File: src/rtl/vram_arbiter.sv
// Single-port VRAM arbiter: video reads take priority, CPU reads are serialised behind
// a small posted-write FIFO so that a read always observes every earlier CPU write.
module vram_arbiter #(
  parameter int ADDR_W      = 15,
  parameter int DATA_W      = 12,
  parameter int WFIFO_DEPTH = 4
) (
  input  logic              clk,
  input  logic              rst,
  input  logic              vid_req,
  input  logic [ADDR_W-1:0] vid_addr,
  output logic              vid_valid,
  output logic [DATA_W-1:0] vid_data,
  input  logic              cpu_req,
  input  logic              cpu_we,
  input  logic [ADDR_W-1:0] cpu_addr,
  input  logic [DATA_W-1:0] cpu_wdata,
  output logic              cpu_ack,
  output logic [DATA_W-1:0] cpu_rdata,
  output logic              cpu_rvalid,
  input  logic              wr_lock,
  output logic              fifo_empty,
  output logic              ram_en,
  output logic              ram_we,
  output logic [ADDR_W-1:0] ram_addr,
  output logic [DATA_W-1:0] ram_wdata,
  input  logic [DATA_W-1:0] ram_rdata
);

  localparam int PW = $clog2(WFIFO_DEPTH);
  localparam int CW = PW + 1;

  typedef enum logic [1:0] {IDLE, RD_WAIT, RD_DATA} state_t;

  state_t            state_q;
  logic [ADDR_W-1:0] fa_q [WFIFO_DEPTH];
  logic [DATA_W-1:0] fd_q [WFIFO_DEPTH];
  logic [PW-1:0]     wptr_q, rptr_q;
  logic [CW-1:0]     count_q, count_d;
  logic [ADDR_W-1:0] rd_addr_q;
  logic [DATA_W-1:0] rdata_q;
  logic              ack_q, rvalid_q, vid_valid_q;

  logic empty, full, vid_gnt, rd_gnt, dr_gnt, cpu_take, push, pop;

  // A pending read overrides wr_lock so the FIFO it waits on can actually drain.
  always_comb begin
    empty    = (count_q == '0);
    full     = (count_q == CW'(WFIFO_DEPTH));
    vid_gnt  = vid_req & ~rst;
    rd_gnt   = ~rst & ~vid_req & (state_q == RD_WAIT) & empty;
    dr_gnt   = ~rst & ~vid_req & ~empty & (~wr_lock | (state_q == RD_WAIT));
    cpu_take = (state_q == IDLE) & ~ack_q & cpu_req;
    push     = cpu_take & cpu_we & ~full;
    pop      = dr_gnt;

    count_d = count_q;
    if (push && !pop)      count_d = count_q + CW'(1);
    else if (pop && !push) count_d = count_q - CW'(1);
  end

  always_comb begin
    ram_en    = vid_gnt | rd_gnt | dr_gnt;
    ram_we    = dr_gnt;
    ram_wdata = fd_q[rptr_q];
    if (vid_gnt)     ram_addr = vid_addr;
    else if (rd_gnt) ram_addr = rd_addr_q;
    else             ram_addr = fa_q[rptr_q];
  end

  always_ff @(posedge clk) begin
    if (push) begin
      fa_q[wptr_q] <= cpu_addr;
      fd_q[wptr_q] <= cpu_wdata;
    end
  end

  always_ff @(posedge clk or posedge rst) begin
    if (rst) begin
      wptr_q  <= '0;
      rptr_q  <= '0;
      count_q <= '0;
    end else begin
      if (push) wptr_q <= wptr_q + PW'(1);
      if (pop)  rptr_q <= rptr_q + PW'(1);
      count_q <= count_d;
    end
  end

  always_ff @(posedge clk or posedge rst) begin
    if (rst) begin
      state_q     <= IDLE;
      rd_addr_q   <= '0;
      rdata_q     <= '0;
      ack_q       <= 1'b0;
      rvalid_q    <= 1'b0;
      vid_valid_q <= 1'b0;
    end else begin
      ack_q       <= 1'b0;
      rvalid_q    <= 1'b0;
      vid_valid_q <= vid_gnt;
      unique case (state_q)
        IDLE: begin
          if (cpu_take && !cpu_we) begin
            rd_addr_q <= cpu_addr;
            state_q   <= RD_WAIT;
          end else if (push) begin
            ack_q <= 1'b1;
          end
        end
        RD_WAIT: if (rd_gnt) state_q <= RD_DATA;
        RD_DATA: begin
          rdata_q  <= ram_rdata;
          ack_q    <= 1'b1;
          rvalid_q <= 1'b1;
          state_q  <= IDLE;
        end
        default: state_q <= IDLE;
      endcase
    end
  end

  assign vid_valid  = vid_valid_q;
  assign vid_data   = ram_rdata;
  assign cpu_ack    = ack_q;
  assign cpu_rvalid = rvalid_q;
  assign cpu_rdata  = rdata_q;
  assign fifo_empty = empty;

endmodule
File: config.mk
export PLATFORM = sky130hd
export DESIGN_NAME = vram_arbiter
export DESIGN_NICKNAME = d
export VERILOG_FILES = /design/src/rtl/vram_arbiter.sv
export SDC_FILE = /design/constraint.sdc
export NUM_CORES = 1
export LEC_CHECK = 0
export CELL_PAD_IN_SITES_DETAIL_PLACEMENT = 0
export CELL_PAD_IN_SITES_GLOBAL_PLACEMENT = 1
export CORE_MARGIN = 5
export CORE_UTILIZATION = 47
export DETAILED_ROUTE_END_ITERATION = 8
export PLACE_DENSITY_LB_ADDON = 0.1
export SLEW_MARGIN = 20
export SYNTH_ARGS = -nofsm -noshare
export SYNTH_HDL_FRONTEND = slang
export SYNTH_SLANG_ARGS = --single-unit
File: constraint.sdc
create_clock -name clk -period 3.25 [get_ports clk]
set_input_delay 0.65 -clock clk [delete_from_list [all_inputs] [get_ports clk]]
set_output_delay 0.65 -clock clk [all_outputs]
set_load 0.01 [all_outputs]
Word-level counts from Yosys, hierarchy flattened
Memory sizes are Yosys's and may differ from the RTL's. Index checks and enable logic that the tools add are counted.

Register bits: 39. Memory bits (writable): 108. Logic and storage cells: 62. Memories kept: 2.

Add/sub/neg operators: 4. Equality and inequality tests: 5. Muxes and demuxes: 12. Bitwise gates (word level): 19. Reduce and logical (&&, ||, !) cells: 11.

Memories: fa_q (words 4, width 15, rd ports 1, clocked after memory_dff 0, write ports 1, line 36) `logic [ADDR_W-1:0] fa_q [WFIFO_DEPTH];`; fd_q (words 4, width 12, rd ports 1, clocked after memory_dff 0, write ports 1, line 37) `logic [DATA_W-1:0] fd_q [WFIFO_DEPTH];`.

Operators with widths (count): 15-bit 2-to-1 mux (2); 1-bit bitwise AND (10); 3-bit 2-to-1 mux (2); 1-bit inverter (6); 2-bit by 1-bit adder with 2-bit output, second input constant (2); 1-bit 2-to-1 mux (4); 2-bit 2-to-1 mux (2); 2-bit one-hot mux with 2 select lines (1); 2-bit AND reduction (2); 3-bit by 1-bit adder with 3-bit output, second input constant (1); 3-bit == test, second input constant (1); 1-bit logical AND (3); 1-bit logical NOT (3); 3-bit logical NOT (1); 1-bit OR (3); 3-bit by 1-bit subtractor with 3-bit output, second input constant (1); 2-bit by 1-bit == test with 1-bit output, second input constant (1); 2-bit == test, second input constant (1); 2-bit logical NOT (1); 2-bit by 1-bit != test with 1-bit output, second input constant (1); 2-bit != test, second input constant (1); 1-bit one-hot mux with 2 select lines (1); 2-bit nonzero test (1).

Longest topological paths before layout
Word-level depth: 9. Mapped depth: 10. Depth with buffers taken out: 10.

Worst setup path after synthesis
Ideal clock, no wire load.

Kind: register to register. From: register state_q[1]. To: register count_q[1]. Arrival time: 2.243 ns. Required time: 3.125 ns. Setup slack: 0.883 ns. Stages on the path, launching flop included: 8. Clock period less this slack: 2.367 ns. Cell sequence: dfrtp_1 -> nand2b_1 -> a2111oi_2 -> inv_1 -> ha_1 -> inv_1 -> fa_1 -> mux2_2.

Elaborated cells between the ends (all ways): 14.

RTL lines: start: declaration (line 35) `state_t state_q;`; start signal: assignment (line 92) `state_q <= IDLE;`; start signal: assignment (line 106) `state_q <= RD_WAIT;`; start signal: assignment (line 111) `RD_WAIT: if (rd_gnt) state_q <= RD_DATA;`; 2-bit by 1-bit == test with 1-bit output (line 52) `dr_gnt = ~rst & ~vid_req & ~empty & (~wr_lock | (state_q == RD_WAIT));`; 1-bit OR (line 52); 1-bit bitwise AND (line 52); net ram_we (line 24) `output logic ram_we,`; 1-bit logical NOT (line 58) `if (push && !pop) count_d = count_q + CW'(1);`; 1-bit logical AND (line 58); 3-bit 2-to-1 mux (line 58); net count_d[1] (line 39) `logic [CW-1:0] count_q, count_d;`; end signal: assignment (line 86) `count_q <= count_d;`; end: declaration (line 39).

The timed path passes the listed nets, and every way through them passes these cells. A chain may end at the register's enable or synchronous reset.

Worst setup path in the final report
From: input rst. To: output ram_addr[10].

Longest elaborated chain between the ends: 6. Elaborated cells between the ends (all ways): 7.

RTL lines: start: declaration (line 9) `input logic rst,`; 1-bit inverter * (line 50, 51); 1-bit bitwise AND (3 in a row) (line 51) `rd_gnt = ~rst & ~vid_req & (state_q == RD_WAIT) & empty;`; 15-bit 2-to-1 mux (line 67) `else if (rd_gnt) ram_addr = rd_addr_q;`; 15-bit 2-to-1 mux * (line 66) `if (vid_gnt) ram_addr = vid_addr;`; end: declaration (line 25) `output logic [ADDR_W-1:0] ram_addr,`.

Every way passes the cells marked *; elsewhere a longest branch is shown, timed or not.

==> flow_summary_export.csv <==
group,metric,value,unit
outcome,outcome,"completed",
critical_path,worst_ep_required_time,2600,ps
logic_synthesis,seq_area_frac_synth,70.7,%
final_layout,nFillCells,949,
sta,clock.fmax,0.316,GHz
sta,report.final.slew_viol_count,0,
route,avgRoutedWirePerCell,19.4,µm
die,die_area,15000,µm²
sta,hold_viol,0,
final_layout,layout_commonest_cell,"edfxtp_1",
logic_synthesis,synth_area,5970,µm²
final_layout,nets,501,
die,die_x,123,µm
global_routing,grt_pass1_vias,3471,
critical_path,worst_setup_path_start_kind,"input pin",
critical_path,reg2reg_to,"count_q[1]",
logic_synthesis,syn_nets,373,
sta,slew_headroom,42.8,%
min_path,hold_depth,1,
sta,rsz0062_at_grt,"false",
logic_synthesis,ys_ff_latch,147,
route,viasPerCell,5.17,
sta,min_period,3160,ps
final_layout,layout_common_cells,"edfxtp_1, clkdlybuf4s50_1, dfrtp_1",
clock_tree,h-tree-depth,4,
run,drv_cap,0,
route,num_vias,3206,
final_layout,final_cells,620,
clock_tree,insertion_delay,410,ps
clock_tree,cts_tree,"built",
final_layout,areaGrowthSynthToFinish,34.5,%
clock_tree,root_buffer,"clkbuf_16",
die,rows,41,
critical_path,r2r_cells,8,
sta,tns,0,ps
place,dp.cells,588,
route,drc,0,
power_and_ir_drop,power.total,6240,µW
final_layout,diodes,0,
final_layout,drive_gt1_share,21.7,%
critical_path,rrSetupSlack,750,ps
power_and_ir_drop,p_per_area,778,nW/µm²
clock_tree,cts_sinks,147,
sta,timing.hold.ws,477,ps
sta,finalClockSkew,7.25,ps
logic_synthesis,avgSynthCellArea,19.4,µm²
critical_path,critPathArrivalTime,2510,ps
critical_path,crit_type,"in2out",
logic_synthesis,synthCells,307,
place,gp_congestion,0.729,
clock_tree,cts_hold_buf,0,
die,core,12500,µm²
die,start_util,47.7,%
global_routing,grt_max_degree,40,
sta,setup_viol,0,
min_path,min_path_type,"reg2reg",
route,drt-initial-drc-count,150,
power_and_ir_drop,p_leak,0.00305,µW
final_layout,utilization,64.1,%
global_routing,grt_pass1_wl,18900,µm
power_and_ir_drop,max-vdd-ir-drop,0.377,mV
route,detail-route-antenna-nets,0,
die,ios,117,
min_path,hold_end,"rd_addr_q[6]",
route,routed_wl,12000,µm
global_routing,antenna_found_initial,0,
min_path,hp-start,"rd_addr_q[6]",
sta,worstMarginPinSlew,857,ps
global_routing,grt-ovfl-total,0,
logic_synthesis,synth_warnings,0,
clock_tree,clk_pin_slew,60,ps
global_routing,track_usage,17.2,%
sta,period_share,97.2,%
route,firstDrtPassIters,4,
critical_path,end_kind,"primary output",
critical_path,crit_fanout,10,
clock_tree,cts_buffers,17,
logic_synthesis,synth_cell_types,38,
die,die-height,123,µm
critical_path,r2r-start,"state_q[1]",
place,numPortBuffers,116,
place,dp.final_hpwl,8000,µm
clock_tree,cts.path.max_buffers,2,
==> synthesized netlist by cell type <==
| library cell | number | area [µm²] |
|---|---|---|
| o311a_1 | 1 | 10.0 |
| nor3_1 | 1 | 5.00 |
| nor2_1 | 2 | 7.51 |
| edfxtp_1 | 108 | 3240 |
| buf_6 | 3 | 33.8 |
| mux4_2 | 26 | 586 |
| and3_1 | 14 | 87.6 |
| buf_4 | 12 | 90.1 |
| xor2_1 | 3 | 26.3 |
| buf_2 | 11 | 55.1 |
| nor2b_1 | 3 | 18.8 |
| mux4_1 | 1 | 26.3 |
| a2111oi_2 | 1 | 15.0 |
| fa_1 | 1 | 20.0 |
| nand2b_1 | 1 | 6.26 |
| dfrtp_1 | 39 | 976 |
| and2_1 | 4 | 25.0 |
| a221o_1 | 14 | 140 |
| ha_1 | 5 | 62.6 |
| inv_6 | 1 | 8.76 |
| or2_1 | 1 | 6.26 |
| mux2_1 | 24 | 270 |
| mux2_2 | 5 | 56.3 |
| clkbuf_1 | 2 | 7.51 |
| or4b_1 | 1 | 10.0 |
| inv_1 | 8 | 30.0 |
| o21bai_1 | 1 | 7.51 |
| o31ai_1 | 1 | 7.51 |
| nor4b_4 | 1 | 23.8 |
| or2b_1 | 1 | 7.51 |
| a21oi_2 | 1 | 8.76 |
| a2111oi_1 | 1 | 10.0 |
| a31oi_1 | 2 | 12.5 |
| xnor2_1 | 3 | 26.3 |
| nor4b_2 | 1 | 15.0 |
| a22oi_1 | 1 | 7.51 |
| or3_4 | 1 | 11.3 |
| o21ai_0 | 1 | 5.00 |
==> critical path: stages <==
cell,delay [ps]
clkdlybuf4s50_1,480
nor4b_4,330
buf_4,230
and3_1,160
a221o_1,110
clkdlybuf4s50_1,550
==> layer usage <==
layer	vias up	global-route usage (%)	wire, µm
li1	1476	-	-
met1	1627	22.3	5140
met2	96	26.9	5890
met3	7	6.50	858
met4	0	5.67	108
met5	-	0	0
==> per-stage QoR <==
stage	instance area (µm²)	setup WS [ps]
after floorplan	5970	883
after global placement	7390	-35.1
after detailed placement	7390	-99.4
after CTS	7980	3.39
after global routing	8020	7.35
final	8020	90.4
==> report_power, final <==
group | internal [µW] | switching [µW] | leakage, µW | total [µW]
Clock | 1200 | 733 | 0.000272 | 1930
Sequential | 2310 | 137 | 0.00146 | 2440
Combinational | 1070 | 796 | 0.00132 | 1860
Total | 4570 | 1670 | 0.00305 | 6240
==> state kept, by name, indices dropped and copies added (netlist names), 2 cells and up <==
name	count
fa_q	60
fd_q	48
rd_addr_q	15
cpu_rdata	12
count_q	3
rptr_q	2
state_q	2
wptr_q	2
==> logic make-up (layout without fill, tap and decap cells) <==
group	count (synthesis)	after routing	synth area share, %
muxes	56	56	15.7
adders and majority gates	6	6	1.38
xor gates and xnor gates	6	6	0.881
AOI/OAI and AO/OA	24	24	3.75
and+or+nand+nor	31	31	3.75
buffers and inverters	37	178	3.78
DFF	147	147	70.7
==> area by class of cell <==
cell class	count	area (µm²)	area share [%]
Multi-Input combinational cell	123	1540	19.2
Sequential cell	147	4220	52.6
Inverter	9	41.3	0.515
Tap cell	172	215	2.68
Clock inverter	14	163	2.03
Clock buffer	18	429	5.35
Timing Repair Buffer	137	1410	17.5
==> worst max-delay path by stage <==
stage	startpoint	end	slack (ps)	depth (start not counted)
5_1_grt	rst	ram_addr[10]	7	6
2_1_floorplan	state_q[1]	count_q[1]	880	7
6_report	rst	ram_addr[10]	90	6
3_3_place_gp	rst	ram_addr[14]	-40	6
3_5_place_dp	rst	ram_addr[14]	-100	6
4_1_cts	rst	ram_addr[13]	3	7
==> repair_timing <==
item	in CTS	in global routing
endpoints found under the hold margin	0	0
resized for setup	4	16
buffers inserted	0	0
pin swaps	2	0
endpoints found under the setup margin	2	12
(Power assumes the default switching activity.)
